===== src/rtl/led_blink_seq.sv =====
// Programmable LED blink sequencer: N blinks with ON/OFF durations in prescaled ticks,
// start/busy/done handshake and abort. All outputs come straight from flops.
module led_blink_seq #(
    parameter int CLK_DIV     = 100000,
    parameter int TIME_WIDTH  = 16,
    parameter int COUNT_WIDTH = 8
) (
    input  logic                   clk,
    input  logic                   rst_n,
    input  logic                   start,
    input  logic                   abort,
    input  logic [TIME_WIDTH-1:0]  on_time,
    input  logic [TIME_WIDTH-1:0]  off_time,
    input  logic [COUNT_WIDTH-1:0] num_blinks,
    output logic                   LED,
    output logic                   busy,
    output logic                   done,
    output logic [COUNT_WIDTH-1:0] blinks_left
);

    localparam int PW = (CLK_DIV > 1) ? $clog2(CLK_DIV) : 1;
    localparam logic [PW-1:0] PRESC_MAX = PW'(CLK_DIV - 1);

    typedef enum logic [1:0] {
        S_IDLE = 2'd0,
        S_ON   = 2'd1,
        S_OFF  = 2'd2
    } state_t;

    state_t                 state, state_nxt;
    logic [PW-1:0]          presc, presc_nxt;
    logic [TIME_WIDTH-1:0]  ticks, ticks_nxt;
    logic [TIME_WIDTH-1:0]  cfg_on, cfg_on_nxt;
    logic [TIME_WIDTH-1:0]  cfg_off, cfg_off_nxt;
    logic                   led_nxt, busy_nxt, done_nxt;
    logic [COUNT_WIDTH-1:0] blinks_left_nxt;
    logic                   wrap, phase_end;

    // A zero duration would give an empty phase; stretch it to one tick.
    function automatic logic [TIME_WIDTH-1:0] eff_dur(input logic [TIME_WIDTH-1:0] d);
        return (d == '0) ? TIME_WIDTH'(1) : d;
    endfunction

    assign wrap      = (presc == PRESC_MAX);
    assign phase_end = wrap && (ticks == TIME_WIDTH'(1));

    always_ff @(posedge clk or negedge rst_n) begin
        if (!rst_n) begin
            state       <= S_IDLE;
            presc       <= '0;
            ticks       <= '0;
            cfg_on      <= '0;
            cfg_off     <= '0;
            LED         <= 1'b0;
            busy        <= 1'b0;
            done        <= 1'b0;
            blinks_left <= '0;
        end else begin
            state       <= state_nxt;
            presc       <= presc_nxt;
            ticks       <= ticks_nxt;
            cfg_on      <= cfg_on_nxt;
            cfg_off     <= cfg_off_nxt;
            LED         <= led_nxt;
            busy        <= busy_nxt;
            done        <= done_nxt;
            blinks_left <= blinks_left_nxt;
        end
    end

    always_comb begin
        state_nxt       = state;
        presc_nxt       = presc;
        ticks_nxt       = ticks;
        cfg_on_nxt      = cfg_on;
        cfg_off_nxt     = cfg_off;
        led_nxt         = LED;
        busy_nxt        = busy;
        done_nxt        = 1'b0;
        blinks_left_nxt = blinks_left;

        case (state)
            S_IDLE: begin
                presc_nxt = '0;
                ticks_nxt = '0;
                if (start && !abort) begin
                    cfg_on_nxt  = eff_dur(on_time);
                    cfg_off_nxt = eff_dur(off_time);
                    if (num_blinks == '0) begin
                        done_nxt = 1'b1;
                    end else begin
                        state_nxt       = S_ON;
                        ticks_nxt       = eff_dur(on_time);
                        led_nxt         = 1'b1;
                        busy_nxt        = 1'b1;
                        blinks_left_nxt = num_blinks;
                    end
                end
            end

            S_ON: begin
                // Prescaler restarts on every phase change so phase lengths are exact.
                presc_nxt = wrap ? '0 : presc + PW'(1);
                if (wrap) ticks_nxt = ticks - TIME_WIDTH'(1);
                if (phase_end) begin
                    led_nxt = 1'b0;
                    if (blinks_left == COUNT_WIDTH'(1)) begin
                        state_nxt       = S_IDLE;
                        ticks_nxt       = '0;
                        busy_nxt        = 1'b0;
                        done_nxt        = 1'b1;
                        blinks_left_nxt = '0;
                    end else begin
                        state_nxt       = S_OFF;
                        ticks_nxt       = cfg_off;
                        blinks_left_nxt = blinks_left - COUNT_WIDTH'(1);
                    end
                end
            end

            S_OFF: begin
                presc_nxt = wrap ? '0 : presc + PW'(1);
                if (wrap) ticks_nxt = ticks - TIME_WIDTH'(1);
                if (phase_end) begin
                    state_nxt = S_ON;
                    ticks_nxt = cfg_on;
                    led_nxt   = 1'b1;
                end
            end

            default: begin
                state_nxt = S_IDLE;
                presc_nxt = '0;
                ticks_nxt = '0;
                led_nxt   = 1'b0;
                busy_nxt  = 1'b0;
            end
        endcase

        // Abort wins over everything, but only matters once a sequence is running.
        if (abort && state != S_IDLE) begin
            state_nxt       = S_IDLE;
            presc_nxt       = '0;
            ticks_nxt       = '0;
            led_nxt         = 1'b0;
            busy_nxt        = 1'b0;
            done_nxt        = 1'b0;
            blinks_left_nxt = '0;
        end
    end

endmodule


===== config.mk =====
export PLATFORM = sky130hd
export DESIGN_NAME = led_blink_seq
export DESIGN_NICKNAME = d
export VERILOG_FILES = /design/src/rtl/led_blink_seq.sv
export SDC_FILE = /design/constraint.sdc
export NUM_CORES = 1
export LEC_CHECK = 0
export ABC_AREA = 1
export CAP_MARGIN = 40
export CORE_MARGIN = 5
export CORE_UTILIZATION = 45
export DETAILED_ROUTE_END_ITERATION = 6
export DONT_BUFFER_PORTS = 1
export PLACE_DENSITY = 0.64
export SYNTH_ARGS = -nofsm -noshare
export SYNTH_HDL_FRONTEND = slang
export SYNTH_SLANG_ARGS = --single-unit

===== constraint.sdc =====
create_clock -name clk -period 3.25 [get_ports clk]
set_clock_uncertainty 0.15 [all_clocks]
set_input_delay 0.8125 -clock clk [delete_from_list [all_inputs] [get_ports clk]]
set_output_delay 0.8125 -clock clk [all_outputs]
set_load 0.01 [all_outputs]

# [Yosys cells after proc, flatten, opt, wreduce, memory -nomap -nowiden]
# Cells that the tools add are included.
[totals] ff_bits=78 latchBits=0 mem_bits_rw=0 mem_bits_ro=0 inputBits=44 out_inout_bits=11 word_cells=80 mem_count=0
[classes] add_sub_neg=3 multipliers=0 div=0 n_lt_le_gt_ge=0 eq_ne=11 shift=0 muxes=42 bitwise_logic=0 n_reduce_logical=15
[ops] op="2-to-1 mux 16 bit" count=9
[ops] op="2-to-1 mux 17 bit" count=3
[ops] op="case mux 16 bit (3 select lines)" count=1
[ops] op="2-to-1 mux 8 bit" count=5
[ops] op="logical NOT 16 bit" count=2
[ops] op="adder 17 x 1 -> 17 bit, second input constant" count=1
[ops] op="== test 17 bit, second input constant" count=1
[ops] op="== test 16 x 1 -> 1 bit, second input constant" count=1
[ops] op="case mux 8 bit (2 select lines)" count=1
[ops] op="subtractor 16 x 1 -> 16 bit, second input constant" count=1
[ops] op="inequality test 3 bit, second input constant" count=5
[ops] op="2-to-1 mux 1 bit" count=13
[ops] op="2-to-1 mux 2 bit" count=6
[ops] op="== test 8 x 1 -> 1 bit, second input constant" count=1
[ops] op="logical NOT 8 bit" count=1
[ops] op="AND reduction 4 bit" count=2
[ops] op="subtractor 8 x 1 -> 8 bit, second input constant" count=1
[ops] op="case mux 1 bit (3 select lines)" count=2
[ops] op="case mux 2 bit (3 select lines)" count=1
[ops] op="AND reduction 5 bit" count=1
[ops] op="logical AND 1 bit" count=3
[ops] op="nonzero test 3 bit" count=1
[ops] op="== test 2 x 1 -> 1 bit, second input constant" count=1
[ops] op="== test 2 bit, second input constant" count=1
[ops] op="other kinds (7)" count=7

# [Longest topological paths before layout]
[depth] depth_word=6 ltp_mapped=13 mapped_depth_nobuf=12

# [Least setup slack after synthesis]
# OpenSTA, ideal clock, no wires.
[synth_timing] path_type="input-to-reg" from="input num_blinks[7]" to="register blinks_left[6]" setup_ps=118 arrival_time_ps=1823 required_time_ps=2982 setup_slack_ps=1160 stages=9 n_path_buf=1 path_cell_list="inv_1 > nand4_1 > nor2_1 > o21ai_0 > nand2_2 > or2_1 > buf_6 > nand3_1 > nand2_1"
[synth_between] elab_chain_len=3
[synth_rtl] item="start, declared" line="14" rtl="input logic [COUNT_WIDTH-1:0] num_blinks,"
[synth_rtl] item="logical NOT 8 bit" line="89" rtl="if (num_blinks == '0) begin"
[synth_rtl] item="inequality test 3 bit (no line)"
[synth_rtl] item="AND reduction 4 bit (no line)"
[synth_rtl] item="end signal, assigned" line="67" rtl="blinks_left <= blinks_left_nxt;"
[synth_rtl] item="end, declared" line="18" rtl="output logic [COUNT_WIDTH-1:0] blinks_left"
# No other way between the ends.
# A chain may end at the register's enable or synchronous reset.

# [Final worst setup path]
[layout_timing] from="register state[0]" to="register presc[13]"
[layout_between] elab_chain_len=4 elab_cells_between_ends=7 cone_classes="2 x eq/ne; 2 x mux; 3 x reduce/logical"
[layout_rtl] item="start, declared" line="30" rtl="state_t state, state_nxt;"
[layout_rtl] item="start signal, assigned" line="59" rtl="state <= state_nxt;"
[layout_rtl] item="== test 2 bit / == test 2 x 1 -> 1 bit (equally long branches)" line="82" rtl="case (state)"
[layout_rtl] item="OR reduction 2 bit (no line)"
[layout_rtl] item="2-to-1 mux 17 bit"
[layout_rtl] item="2-to-1 mux 17 bit *" line="141" rtl="if (abort && state != S_IDLE) begin"
[layout_rtl] item="named net presc_nxt[13]" line="31" rtl="logic [PW-1:0] presc, presc_nxt;"
[layout_rtl] item="end signal, assigned" line="60" rtl="presc <= presc_nxt;"
[layout_rtl] item="end, declared" line="31"
# Mark *: on every way through the listed nets, which the timed path passes. The rest lies on a longest branch.

==> impl_metrics.csv <==
group,metric,value,unit
floorplanning,initial_core_util,46.4,%
yosys,yosys-mux-area-fraction,0,%
status,status,"finished, final reports clean",
yosys,synth_edf_count,0,
sta,finalCriticalPeriod,2.58,ns
yosys,synth_xor_area_share,1.27,%
detailed_routing,drt_iter0_markers,332,
power,p_leak,0.00258,uW
min_path,hp-class,"in -> async",
critical_path,required,3.34,ns
critical_path,cp-end-kind,"flop",
critical_path,slowest_delay,0.46,ns
critical_path,crit_type,"reg -> reg",
clock_tree,clock_sinks,77,
power,powerDensity,798,nW/um2
floorplanning,io-pin-count,55,
detailed_routing,ant_nets,0,
layout,syn2layout_area_growth,7.20,%
power,p_clk_share,20.2,%
clock_tree,cts_buffer_depth,2,
clock_tree,cts_made_buffers,9,
critical_path,path_common_cell,"inv_1",
grt,grt_max_degree,72,
sta,worst_slack,0.666,ns
sta,finalHoldViolCount,0,
sta,finalCritPeriodShare,79.5,%
clock_tree,path_clk_slew,0.08,ns
floorplanning,die_area,12900,um2
yosys,syn_area_per_cell,6.89,um2
clock_tree,cts_tree,"built",
placement,dp.final_hpwl,8.91,mm
yosys,syn_inst,701,
grt,overflow,0,
placement,dp_slack,0.660,ns
yosys,syn-num-nets,754,
yosys,syn-cell-area,4830,um2
sta,tns,0,ns
grt,track_usage,19.6,%
yosys,synth_seq_cells,77,
detailed_routing,num_vias,4334,
power,pwr-share-seq,35.8,%
layout,final_nets,744,
yosys,synth-simple-area-share,39.0,%
floorplanning,die_h,114,um
detailed_routing,drt_wl_total,12.1,mm
power,ir_drop,307,uV
yosys,synth-compound-area-share,9.58,%
critical_path,worstPathArrival,2.67,ns
floorplanning,core.rowCount,37,
placement,port_buffers,0,
sta,setup_violations,0,
yosys,synth_top_area_share,39.9,%
yosys,yosysTopAreaCell,"dfrtp_1",
yosys,ys.flop_type,"dfrtp_1",
critical_path,worstSetupStartpointType,"flop",
power,netSwitchingPower,1800,uW
critical_path,crit_chain,"inv_1 -> ha_1 -> nor2_1 -> inv_1 -> nand3_1 -> inv_1 -> o21ai_0 -> a21oi_1",
yosys,synth_cell_types,35,
grt,grt_pass1_wl,20.6,mm
critical_path,critPathTopFamily,"simple AND/OR/NAND/NOR gates",
sta,fmax,387,MHz
yosys,yosysSeqAreaShare,39.9,%
detailed_routing,via_per_inst,5.22,
yosys,post_synth_fa_ha_maj_area_fraction,2.33,%
power,switching_share,43.4,%
floorplanning,die-width,114,um
detailed_routing,drc_errors,0,
critical_path,cp_max_fo,12,
critical_path,r2r_setup_slack,0.67,ns
sta,slew_headroom,49.1,%
critical_path,cp_slowest_cell,"dfrtp_1",
yosys,yosys-top-cells-area,"dfrtp_1, nand2_1, nand3_1, nor2_1, a21oi_1",
clock_tree,clock_latency,0.35,ns
layout,n_antenna_cell,0,
sta,maxSlewViolCount,0,
yosys,synthArstFlopShare,100,%
grt,antenna_found_initial,0,
layout,drive_gt1_share,7.91,%
detailed_routing,dr.pass1.iters,5,
sta,tightest_slew,0.759,ns
detailed_routing,wl_per_cell,14.5,um
power,comb_power_share,44.0,%
clock_tree,clock_tree.root_cell,"clkbuf_8",
job,maxCapViolations,0,
floorplanning,coreArea,10400,um2
clock_tree,cts.htree.levels,3,
yosys,yosysWarnings,0,
sta,rsz0062_at_grt,"no",
placement,gp_congestion,0.887,
power,power.internal,2340,uW
critical_path,cp_num_buf_inv,3,
yosys,synth_top_family_by_area,"simple AND/OR/NAND/NOR gates",
grt,grt_pass1_vias,4060,
[layout by cell type (no fill, tap or decap), types with 12 or more instances in the layout]
cell type / n
a21oi_1: 40
nand2_1: 238
dfrtp_1: 77
clkbuf_8: 12
nand3_1: 58
nor3b_1: 15
inv_1: 52
inv_2: 17
o21ai_0: 35
nor2_1: 67
nand4_1: 12
[final timing paths]
path,from,to,depth (start not counted)
setup / recovery,state[0]$_DFFE_PN0P_,presc[13]$_DFF_PN0_,8
hold / removal,rst_n,busy$_DFFE_PN0P_,1
setup reg to reg,state[0]$_DFFE_PN0P_,presc[13]$_DFF_PN0_,8
hold reg to reg,cfg_on[1]$_DFFE_PN0P_,cfg_on[1]$_DFFE_PN0P_,2
max in group asynchronous,rst_n,ticks[15]$_DFF_PN0_,1
min in group clk,cfg_on[1]$_DFFE_PN0P_,cfg_on[1]$_DFFE_PN0P_,2
[final cells by class]
cell class	instances	area, um2
Clock buffer	12	165
Clock inverter	3	67.6
Fill cell	1053	5240
Inverter	71	267
Multi-Input combinational cell	527	2520
Sequential cell	77	1930
Tap cell	136	170
Timing Repair Buffer	5	60.1
[metal layers]
metal	global-route usage, %	routed length [um]	vias to the layer above
met2	27.8	5150	109
li1	-	-	2223
met1	30.3	5960	1989
met5	0	0	-
met4	5.45	179	0
met3	3.71	794	13
[cells in the mapped netlist, types with 3 or more instances]
cell and n:
o21ai_1 3, a21oi_1 40, nand3_1 58, inv_1 52, xor2_1 6, dfrtp_1 77, clkbuf_1 16, nor2_1 67
inv_2 17, nand2_2 4, nand4_1 12, o21ai_0 35, buf_2 6, o22ai_1 3, nor2_2 3, nor4_1 4
nor3_1 9, nand3_2 7, nor3b_1 15, a211oi_1 3, nand2_1 238, ha_1 9
[power by group through the flow]
stage | Clock, uW | Combinational, uW | Sequential [uW]
after global routing | 909 | 2090 | 1520
after global placement | 0 | 1740 | 1490
after detailed placement | 0 | 1780 | 1500
after CTS | 853 | 1810 | 1480
after floorplan | 0 | 1450 | 1420
final | 836 | 1820 | 1480
[worst register-to-register path: cells and delay by family, from the launching register on]
kind,cells,cell delay [ns]
buffers and inverters,3,0.64
adder cells (fa/ha/maj),1,0.26
AO/OA/AOI/OAI,2,0.18
AND/OR/NAND/NOR,2,0.79
flip-flops,1,0.46
[registers in the layout, indices dropped and copies added, names as in the netlist]
register / count
cfg_on: 16
busy: 1
state: 2
cfg_off: 16
presc: 17
blinks_left: 8
done: 1
ticks: 16
[what timing repair did]
action,4_1_cts,5_1_grt
endpoints found under the setup margin,0,0
buffers inserted,0,0
endpoints found under the hold margin,71,0
gates resized for setup,0,0
hold buffers,2,0
[stage by stage]
stage	utilization, %	area (um2)	instances	hold WS (ns)	total power, uW
floorplan	-	4830	701	0.283	2880
global placement	47.1	4910	814	0.297	3230
detailed placement	47.1	4910	814	0.305	3270
CTS	49.7	5180	831	0.199	4140
global route	49.7	5180	831	0.186	4530
finish	49.7	5180	831	0.172	4130
[logic make-up after synthesis]
group	after synthesis
AO/OA/AOI/OAI	88
XOR/XNOR	7
adder cells (fa/ha/maj)	9
buffers and inverters	97
flip-flops	77
AND/OR/NAND/NOR	423
Power figures use the tool's default switching activity.
